$ cat src/rtl/mux2_rr_arbiter.sv
// Round-robin 2:1 arbiter with a registered output stage.
// Optional packet lock: define MUX2_ARB_PKT_LOCK_EN.
module mux2_rr_arbiter #(
    parameter int WIDTH = 8
) (
    input  logic             clk,
    input  logic             rst,
    input  logic             a_valid,
    output logic             a_ready,
    input  logic [WIDTH-1:0] a_data,
    input  logic             a_last,
    input  logic             b_valid,
    output logic             b_ready,
    input  logic [WIDTH-1:0] b_data,
    input  logic             b_last,
    output logic             out_valid,
    input  logic             out_ready,
    output logic [WIDTH-1:0] out_data,
    output logic             out_last,
    output logic             out_sel
);

    logic             out_valid_q, out_valid_d;
    logic [WIDTH-1:0] out_data_q, out_data_d;
    logic             out_last_q, out_last_d;
    logic             out_sel_q, out_sel_d;
    logic             pri_q, pri_d;

    logic load;
    logic gnt_a;
    logic gnt_b;
    logic acc;
    logic acc_last;

`ifdef MUX2_ARB_PKT_LOCK_EN
    typedef enum logic {
        UNLOCKED = 1'b0,
        LOCKED   = 1'b1
    } state_t;

    state_t state_q, state_d;
    logic   owner_q, owner_d;
`endif

    // Reset gates load so no requester sees ready while rst is high.
    assign load = !rst && (!out_valid_q || out_ready);

    always_comb begin
        gnt_a = a_valid && (!b_valid || !pri_q);
        gnt_b = b_valid && (!a_valid || pri_q);
`ifdef MUX2_ARB_PKT_LOCK_EN
        if (state_q == LOCKED) begin
            gnt_a = !owner_q && a_valid;
            gnt_b = owner_q && b_valid;
        end
`endif
    end

    assign a_ready  = load && gnt_a;
    assign b_ready  = load && gnt_b;
    assign acc      = a_ready || b_ready;
    assign acc_last = b_ready ? b_last : a_last;

    always_comb begin
        out_valid_d = out_valid_q;
        out_data_d  = out_data_q;
        out_last_d  = out_last_q;
        out_sel_d   = out_sel_q;
        pri_d       = pri_q;
`ifdef MUX2_ARB_PKT_LOCK_EN
        state_d     = state_q;
        owner_d     = owner_q;
`endif
        if (load) begin
            out_valid_d = acc;
        end
        if (acc) begin
            out_data_d = b_ready ? b_data : a_data;
            out_last_d = acc_last;
            out_sel_d  = b_ready;
`ifdef MUX2_ARB_PKT_LOCK_EN
            if (state_q == UNLOCKED) begin
                if (!acc_last) begin
                    state_d = LOCKED;
                    owner_d = b_ready;
                end else begin
                    pri_d = !b_ready;
                end
            end else if (acc_last) begin
                state_d = UNLOCKED;
                pri_d   = !owner_q;
            end
`else
            pri_d = !b_ready;
`endif
        end
    end

    always_ff @(posedge clk) begin
        if (rst) begin
            out_valid_q <= 1'b0;
            out_data_q  <= '0;
            out_last_q  <= 1'b0;
            out_sel_q   <= 1'b0;
            pri_q       <= 1'b0;
        end else begin
            out_valid_q <= out_valid_d;
            out_data_q  <= out_data_d;
            out_last_q  <= out_last_d;
            out_sel_q   <= out_sel_d;
            pri_q       <= pri_d;
        end
    end

`ifdef MUX2_ARB_PKT_LOCK_EN
    always_ff @(posedge clk) begin
        if (rst) begin
            state_q <= UNLOCKED;
            owner_q <= 1'b0;
        end else begin
            state_q <= state_d;
            owner_q <= owner_d;
        end
    end
`endif

    assign out_valid = out_valid_q;
    assign out_data  = out_data_q;
    assign out_last  = out_last_q;
    assign out_sel   = out_sel_q;

endmodule

$ cat config.mk
export PLATFORM = sky130hd
export DESIGN_NAME = mux2_rr_arbiter
export DESIGN_NICKNAME = d
export VERILOG_FILES = /design/src/rtl/mux2_rr_arbiter.sv
export SDC_FILE = /design/constraint.sdc
export NUM_CORES = 1
export LEC_CHECK = 0
export ABC_AREA = 1
export BUFFER_PORTS_ARGS = -buffer_cell sky130_fd_sc_hd__buf_2
export CELL_PAD_IN_SITES_DETAIL_PLACEMENT = 1
export CELL_PAD_IN_SITES_GLOBAL_PLACEMENT = 1
export CORE_MARGIN = 1
export CORE_UTILIZATION = 28
export CTS_CLUSTER_SIZE = 16
export DETAILED_ROUTE_END_ITERATION = 6
export GPL_TIMING_DRIVEN = 1
export PLACE_DENSITY_LB_ADDON = 0.15
export SLEW_MARGIN = 20
export SYNTH_ARGS = -nofsm -noshare
export SYNTH_HDL_FRONTEND = slang
export SYNTH_SLANG_ARGS = --single-unit
$ cat constraint.sdc
create_clock -name clk -period 1.6 [get_ports clk]
set_clock_uncertainty 0.2 [all_clocks]
set_input_delay 0.32 -clock clk [delete_from_list [all_inputs] [get_ports clk]]
set_output_delay 0.32 -clock clk [all_outputs]
set_load 0.02 [all_outputs]
# == Yosys cells after proc, flatten, opt, wreduce, memory -nomap -nowiden ==
# Cells that the tools add are included.
# op_classes
n_mux,2
reduce_logical,15
# ops
operator,n
$mux 8,1
$logic_not 1->1,6
$logic_and 1x1->1,5
$logic_or 1x1->1,4
$mux 1,1
# totals
regBits,12
input_bits,23
output_inout_bits,13
word_cells,22

# == Logic depth before layout (Yosys ltp) ==
# Gate-level depths: netlist (run 1).
# logic_depth
depth_word,5
depth_mapped,8

# == Least setup slack after synthesis (run 1) ==
# OpenSTA, ideal clock, no wires.
# synth_path
path_kind,flip-flop to output port
start,register out_valid_q (netlist: out_valid)
end,output port b_ready
arrival_ps,987
required_ps,1080
slack_ps,93
stages_incl_launch_ff,6
path_cell_list,dfxtp_1 a21oi_1 nand2_2 buf_6 buf_6 inv_2
# synth_via
elab_chain_len,4
# synth_lines
item,line,text
"start, declared",23,"logic out_valid_q, out_valid_d;"
"start signal, assigned",107,out_valid_q <= out_valid_d;
$logic_not 1->1,46,assign load = !rst && (!out_valid_q || out_ready);
$logic_or 1x1->1,46,
$logic_and 1x1->1,46,
$logic_and 1x1->1,60,assign b_ready = load && gnt_b;
"end, declared",13,"output logic b_ready,"
# No other way between the ends.

# == Worst setup path in the final report (run 1) ==
# layout_path
start,register pri_q
end,output port b_ready
# layout_via
elab_chain_len,3
# layout_lines
item,line,text
"start, declared",27,"logic pri_q, pri_d;"
"start signal, assigned",111,pri_q <= pri_d;
$logic_or 1x1->1,50,gnt_b = b_valid && (!a_valid || pri_q);
$logic_and 1x1->1,50,
$logic_and 1x1->1,60,
# No other way between the ends.

==> impl_metrics.tcl, run 1 <==
set metrics [dict create \
    yosys.area_share.simple_pct 47.51 \
    track_usage_pct 14.57 \
    relSlewSlack_pct 85.57 \
    setup_violations 0 \
    maxCapViolations 0 \
    drtIter0Drc 4 \
    yosysWarnings 0 \
    fin_ws_ns 0.03894 \
    synthAdderAreaFrac_pct 0 \
    worst_pin_slew_ns 0.2152 \
    start_util_pct 30.61 \
    antennaDiodeCount 0 \
    layout_min_cycle_time_ns 1.561 \
    core_area_um2 2297 \
    nets 175 \
    cp-start-kind "flop" \
    pin_count 36 \
    clock_path_buffers 2 \
    hpwl_um 1477 \
    stdcell_count 179 \
    dp_cells 174 \
    finalWeightedCongestion 0.7767 \
    cp-end-kind "output port" \
    synth_area_um2 703.2 \
    synth_xor_area_share_pct 0 \
    syn_area_per_cell_um2 6.392 \
    synth_cell_types 17 \
    clkTransAtPathRegs_ns 0.08 \
    ys_seq_area_share_pct 34.16 \
    fin_crit_sh_pct 97.57 \
    fmax_ghz 0.6406 \
    required_ns 1.08 \
    via_per_inst 4.369 \
    p_leak_uw 0.0005855 \
    outcome "finished, final reports clean" \
    clockRootBuffer "clkbuf_4" \
    synthCells 110 \
    port_buffers 35 \
    grt_start_max_net_pins 18 \
    path_class "flop to output port" \
    cts_sinks 12 \
    ir_worst_vdd_mv 0.3917 \
    antenna_found_initial 0 \
    layout-drive-gt1-share_pct 41.72 \
    insertion_delay_ns 0.27 \
    die_area_um2 2716 \
    postRouteAntennaNets 0 \
    pre_cts_slack_ns 0.08486 \
    die-height_um 52.12 \
    cts_buffers 3 \
    drc_errors 0 \
    finalHoldViolCount 0 \
    routed_wl_um 1869 \
    ctsHoldBuffers 0 \
    cts_max_level 1 \
    slew_violations 0 \
    cts_tree "done" \
    synth_top_family_by_area "simple AND/OR/NAND/NOR gates" \
    rsz0062_at_grt "true" \
    std_cell_rows 17 \
    vias 782 \
    synth-compound-area-share_pct 5.160 \
    synth_nets 133 \
    post_drt_wl_per_cell_um 10.44 \
    synthMuxAreaShare_pct 0 \
    p_per_area_nw_per_um2 831.8 \
    drt-pass1-iter-count 3 \
    area_growth_syn_to_layout_pct 40.93 \
    cp.arrival_ns 1.04 \
    overflow 0 \
    die_w_um 52.12 \
    hold_class "primary input to flop" \
    synth_seq_cells 12 \
    crit_fanout 3 \
    grt_pass1_vias 749 \
    nFillCells 318 \
    grt_pass1_wl_um 3008 \
]
-- worst paths after layout --
kind,from,endpoint,slack [ns],cells after the start
hold reg to reg,out_sel,out_sel,0.28,2
setup / recovery,pri_q,b_ready,0.04,5
setup reg to reg,pri_q,out_last,0.15,9
hold / removal,rst,out_valid,0.07,2
-- metrics by stage --
step                util, %  power (uW)  instance area, um2  setup TNS [ns]  hold slack, ns
floorplan                 -       493.2               703.2               0          0.1894
global placement      40.14       571.9               922.1               0          0.2584
detailed placement    40.14       581.2               922.1               0          0.2716
CTS                   42.65       836.7               979.7               0         0.06206
global route          43.14       877.8               991.0        -0.05394         0.07199
finish                43.14       824.3               991.0               0         0.06953
-- state kept, by name, indices dropped and copies added (netlist names) --
name / cells
out_valid: 1
out_last: 1
out_data: 8
out_sel: 1
pri_q: 1
-- power by group --
group          internal (uW)  leakage (uW)  switching, uW
registers                328     0.0000999           13.9
clock network            138     0.0000210            105
logic                    102      0.000465            137
total                    568      0.000586            256
-- per-layer routing --
layer / vias to the layer above / track usage [%] / routed length [um]
met5: - / 0 / 0
met4: 0 / 4.054 / 0
met3: 0 / 1.754 / 54
met2: 20 / 26.92 / 971
met1: 351 / 17.28 / 843
li1: 411 / - / -
-- synthesized netlist by cell type (all sizes together) --
library cell   n  area [um2]
nand4          1       6.260
nor2          27       121.4
nand2         35       133.9
a21oi          3       22.52
clkbuf         1       3.750
a31oi          1       6.260
nand3b         9       67.56
dfxtp         12       240.2
buf            4       32.53
inv           15       56.31
a211oi         1       7.510
nand3          1       5.000
-- critical path, stage by stage, from the launching register on --
cell and delay, ns:
dfxtp_2 0.34, inv_2 0.05, a21oi_2 0.12, nand2_2 0.08, inv_2 0.07, buf_6 0.11
-- final cells by class --
type | count | area, um2 | share of cell area (%)
Sequential cell | 12 | 242.7 | 24.49
Tap cell | 28 | 35.03 | 3.535
Clock buffer | 4 | 36.28 | 3.662
Timing Repair Buffer | 42 | 244.0 | 24.62
Multi-Input combinational cell | 78 | 376.6 | 38.01
Inverter | 15 | 56.30 | 5.682
-- cells in the final DEF (no fill, tap or decap), drive strengths merged, types with 3 or more instances in the layout --
cell type	instances
nor2	27
buf	42
clkbuf	4
dfxtp	12
inv	15
nand2	35
nand3b	9
a21oi	3
-- cell families (layout without fill, tap and decap cells) --
| kind of cell | after synthesis | in the layout |
|---|---|---|
| flip-flops | 12 | 12 |
| buffers and inverters | 20 | 61 |
| AO/OA/AOI/OAI | 5 | 5 |
| AND/OR/NAND/NOR | 73 | 73 |
-- timing repair --
item | in CTS | in global routing
pin swaps | 0 | 1
cloned | 0 | 0
setup buffers | 1 | 0
resized for setup | 6 | 3
endpoints found under the setup margin | 2 | 4
(Power assumes the default switching activity.)
==> inputs of run 2 (changes only) <==
--- a/config.mk
+++ b/config.mk
@@ -5,12 +5,11 @@
 export SDC_FILE = /design/constraint.sdc
 export NUM_CORES = 1
 export LEC_CHECK = 0
-export ABC_AREA = 1
 export BUFFER_PORTS_ARGS = -buffer_cell sky130_fd_sc_hd__buf_2
 export CELL_PAD_IN_SITES_DETAIL_PLACEMENT = 1
 export CELL_PAD_IN_SITES_GLOBAL_PLACEMENT = 1
 export CORE_MARGIN = 1
-export CORE_UTILIZATION = 28
+export CORE_UTILIZATION = 23
 export CTS_CLUSTER_SIZE = 16
 export DETAILED_ROUTE_END_ITERATION = 6
 export GPL_TIMING_DRIVEN = 1
==> run 2 against run 1 <==
  * The flow now finishes with violations (setup timing)
  * Largest cell class unchanged
  * Final cell count rose by 2.8%
  * Critical endpoint unchanged
  * Total power rose by 11%
  * Critical path type unchanged
  * Via count grew 18%
  * Synthesized cell count shrank 23%
  * Register-to-register slack got worse by 0.22 ns
  * Critical path depth did not move
  * Routed wire length grew 57%
==> impl_metrics.tcl, run 2 <==
set metrics [dict create \
    grt_start_max_net_pins 15 \
    drtIter0Drc 13 \
    cts_buffers 3 \
    fin_crit_sh_pct 110.0 \
    worstHoldPathCells 3 \
    path_cells "buf_4 -> nor2b_4 -> buf_4 -> nor4_4 -> buf_4" \
    cp_common_cell "buf_4" \
    synth_top_family_by_area "compound AO/OA/AOI/OAI gates" \
    required_ns 1.08 \
    p_comb_share_pct 36.3 \
    min_to "out_data[3]" \
    final_area_um2 1320 \
    pwr-share-seq_pct 36.6 \
    power.switching_uw 297.9 \
    cts_max_level 1 \
    synth_xor_area_share_pct 0 \
    synthArstFlopShare_pct 0 \
    die-height_um 58.12 \
    routed_wl_um 2938 \
    crit_fanout 2 \
    cp.arrival_ns 1.24 \
    p_leak_uw 0.0005707 \
    r2r-end "out_last" \
    yosys.area_share.simple_pct 22.28 \
    hpwl_um 2022 \
    yosysTopAreaCellShare_pct 33.16 \
    synth-compound-area-share_pct 33.51 \
    crit_slowest_cell "dfxtp_2" \
    antennaDiodeCount 0 \
    r2r_start "pri_q" \
    synth_common_cells "12 x dfxtp_1, 11 x a31oi_1, 10 x nand2_1" \
    relSlewSlack_pct 67.23 \
    fmax_ghz 0.5682 \
    postRouteAntennaNets 0 \
    synth.most_common_cell "dfxtp_1" \
    nets 164 \
    outcome "finished with violations" \
    setup_violations 11 \
    yosys.area.top_type "dfxtp_1" \
    cp-end-kind "output port" \
    drc_errors 0 \
    final_cell_mix "33 x buf_2, 25 x buf_4, 11 x a31oi_1" \
    start_util_pct 23.93 \
    post_drt_wl_per_cell_um 15.97 \
    synth_seq_cells 12 \
    synth_nets 108 \
    worst_pin_slew_ns 0.4915 \
    hold_start "a_data[3]" \
    layout-drive-gt1-share_pct 65.00 \
    overflow 0 \
    die_area_um2 3378 \
    yosysWarnings 0 \
    dpl_cell_area_um2 1080 \
    clkTransAtPathRegs_ns 0.09 \
    insertion_delay_ns 0.27 \
    pin_count 36 \
    synth_area_um2 724.4 \
    slew_violations 0 \
    ys_seq_area_share_pct 33.16 \
    die_w_um 58.12 \
    path_class "flop to output port" \
    synth-edff-count 0 \
    final_common_cell "buf_2" \
    area_growth_syn_to_layout_pct 82.21 \
    max_stage_delay_ns 0.35 \
    grt_pass1_wl_um 4623 \
    largest_reg_flops 8 \
    hold_class "primary input to flop" \
    finalWeightedCongestion 0.8139 \
    cts_sinks 12 \
    drt-pass1-iter-count 4 \
    synthTopCellsByArea "dfxtp_1 33%, a311oi_1 11%, o41ai_1 11%" \
    r2r_slack_ns -0.07 \
    path_buf_inv 3 \
    vias 925 \
    swShare_pct 32.43 \
    utilization_pct 43.60 \
    synth_cell_types 21 \
    rsz0062_at_grt "true" \
    synth_ff_type "dfxtp_1" \
    clock_path_buffers 2 \
    layout_min_cycle_time_ns 1.760 \
    track_usage_pct 18.29 \
    clockPowerShare_pct 27.0 \
    antenna_found_initial 0 \
    cts_tree "done" \
    ir_worst_vdd_mv 0.2433 \
    fin_ws_ns -0.1600 \
    port_buffers 35 \
    grt_pass1_vias 994 \
    std_cell_rows 20 \
    via_per_inst 5.027 \
    syn_area_per_cell_um2 8.523 \
    maxCapViolations 0 \
    finalHoldViolCount 0 \
    violations "setup timing" \
    synthMuxAreaShare_pct 0 \
    r2r_cells 5 \
    synthAdderAreaFrac_pct 0 \
    p_per_area_nw_per_um2 696.0 \
    clockRootBuffer "clkbuf_4" \
    internal_power_uw 620.7 \
    cp-start-kind "flop" \
    ctsHoldBuffers 0 \
    core_area_um2 3028 \
    crit_family "buffers and inverters" \
    synthCells 85 \
]
run 2: cell count changes after synthesis, moves of 8 or more:
cell      change
or4_1         +9
nor2_2        -8
nor2_1       -19
nand3b_1      -9
a31oi_1      +10
o41ai_1       +9
inv_1        -10
a311oi_1      +9
nand2_1      -24
run 2: worst max-delay path by stage:
| stage | from | endpoint | slack (ns) | cells after the start |
|---|---|---|---|---|
| floorplan | out_valid | a_ready | -0.11 | 3 |
| global placement | a_valid | b_ready | -0.48 | 5 |
| detailed placement | a_valid | b_ready | -0.53 | 5 |
| CTS | pri_q | a_ready | -0.17 | 3 |
| global route | pri_q | a_ready | -0.22 | 3 |
| finish | pri_q | b_ready | -0.16 | 5 |
run 2: layout make-up:
type                    instances  area (um2)
repair buffers                 64       441.7
multi-input cells              57       533.0
inverters                       3       11.26
flip-flops and latches         12       242.7
clock buffers                   4       36.28
well taps                      44       55.05
fillers                       365        1708
run 2: per-layer routing:
layer / wire length, um / up-vias / share of wire, % / GRT usage (%)
li1: - / 454 / - / -
met1: 1197 / 450 / 41 / 22.03
met5: 0 / - / 0 / 0
met3: 83 / 0 / 2.8 / 1.339
met2: 1657 / 21 / 56 / 33.99
met4: 0 / 0 / 0 / 6.122
run 2: kinds of logic after synthesis:
family          Yosys count
buf+inv                  16
simple gates             26
compound gates           31
flops                    12
run 2: stage by stage:
stage | setup slack, ns | total power, uW | std cells | hold slack [ns] | TNS [ns]
floorplan | -0.1083 | 489.2 | 85 | 0.2796 | -0.2935
global placement | -0.4802 | 600.1 | 173 | 0.2448 | -3.913
detailed placement | -0.5296 | 608.5 | 173 | 0.2747 | -4.868
CTS | -0.1720 | 917.5 | 184 | 0.09188 | -0.7765
global route | -0.2179 | 963.0 | 184 | 0.1016 | -1.142
finish | -0.1600 | 918.7 | 184 | 0.1042 | -0.6394
run 2: power by group through the flow:
stage	Clock (uW)	Sequential (uW)	Combinational, uW
finish	248	337	334
global route	266	340	357
CTS	258	337	323
detailed placement	0	343	265
global placement	0	341	259
floorplan	0	371	118
run 2: timing repair:
action | in CTS | in global routing
pin swaps | 14 | 9
gates resized for setup | 20 | 9
endpoints found under the setup margin | 13 | 11
setup buffers | 6 | 1
cloned | 1 | 0
run 2: worst min-delay path, stage by stage:
cell	delay, ns
buf_2	0.10
o41ai_2	0.04
a311oi_1	0.07
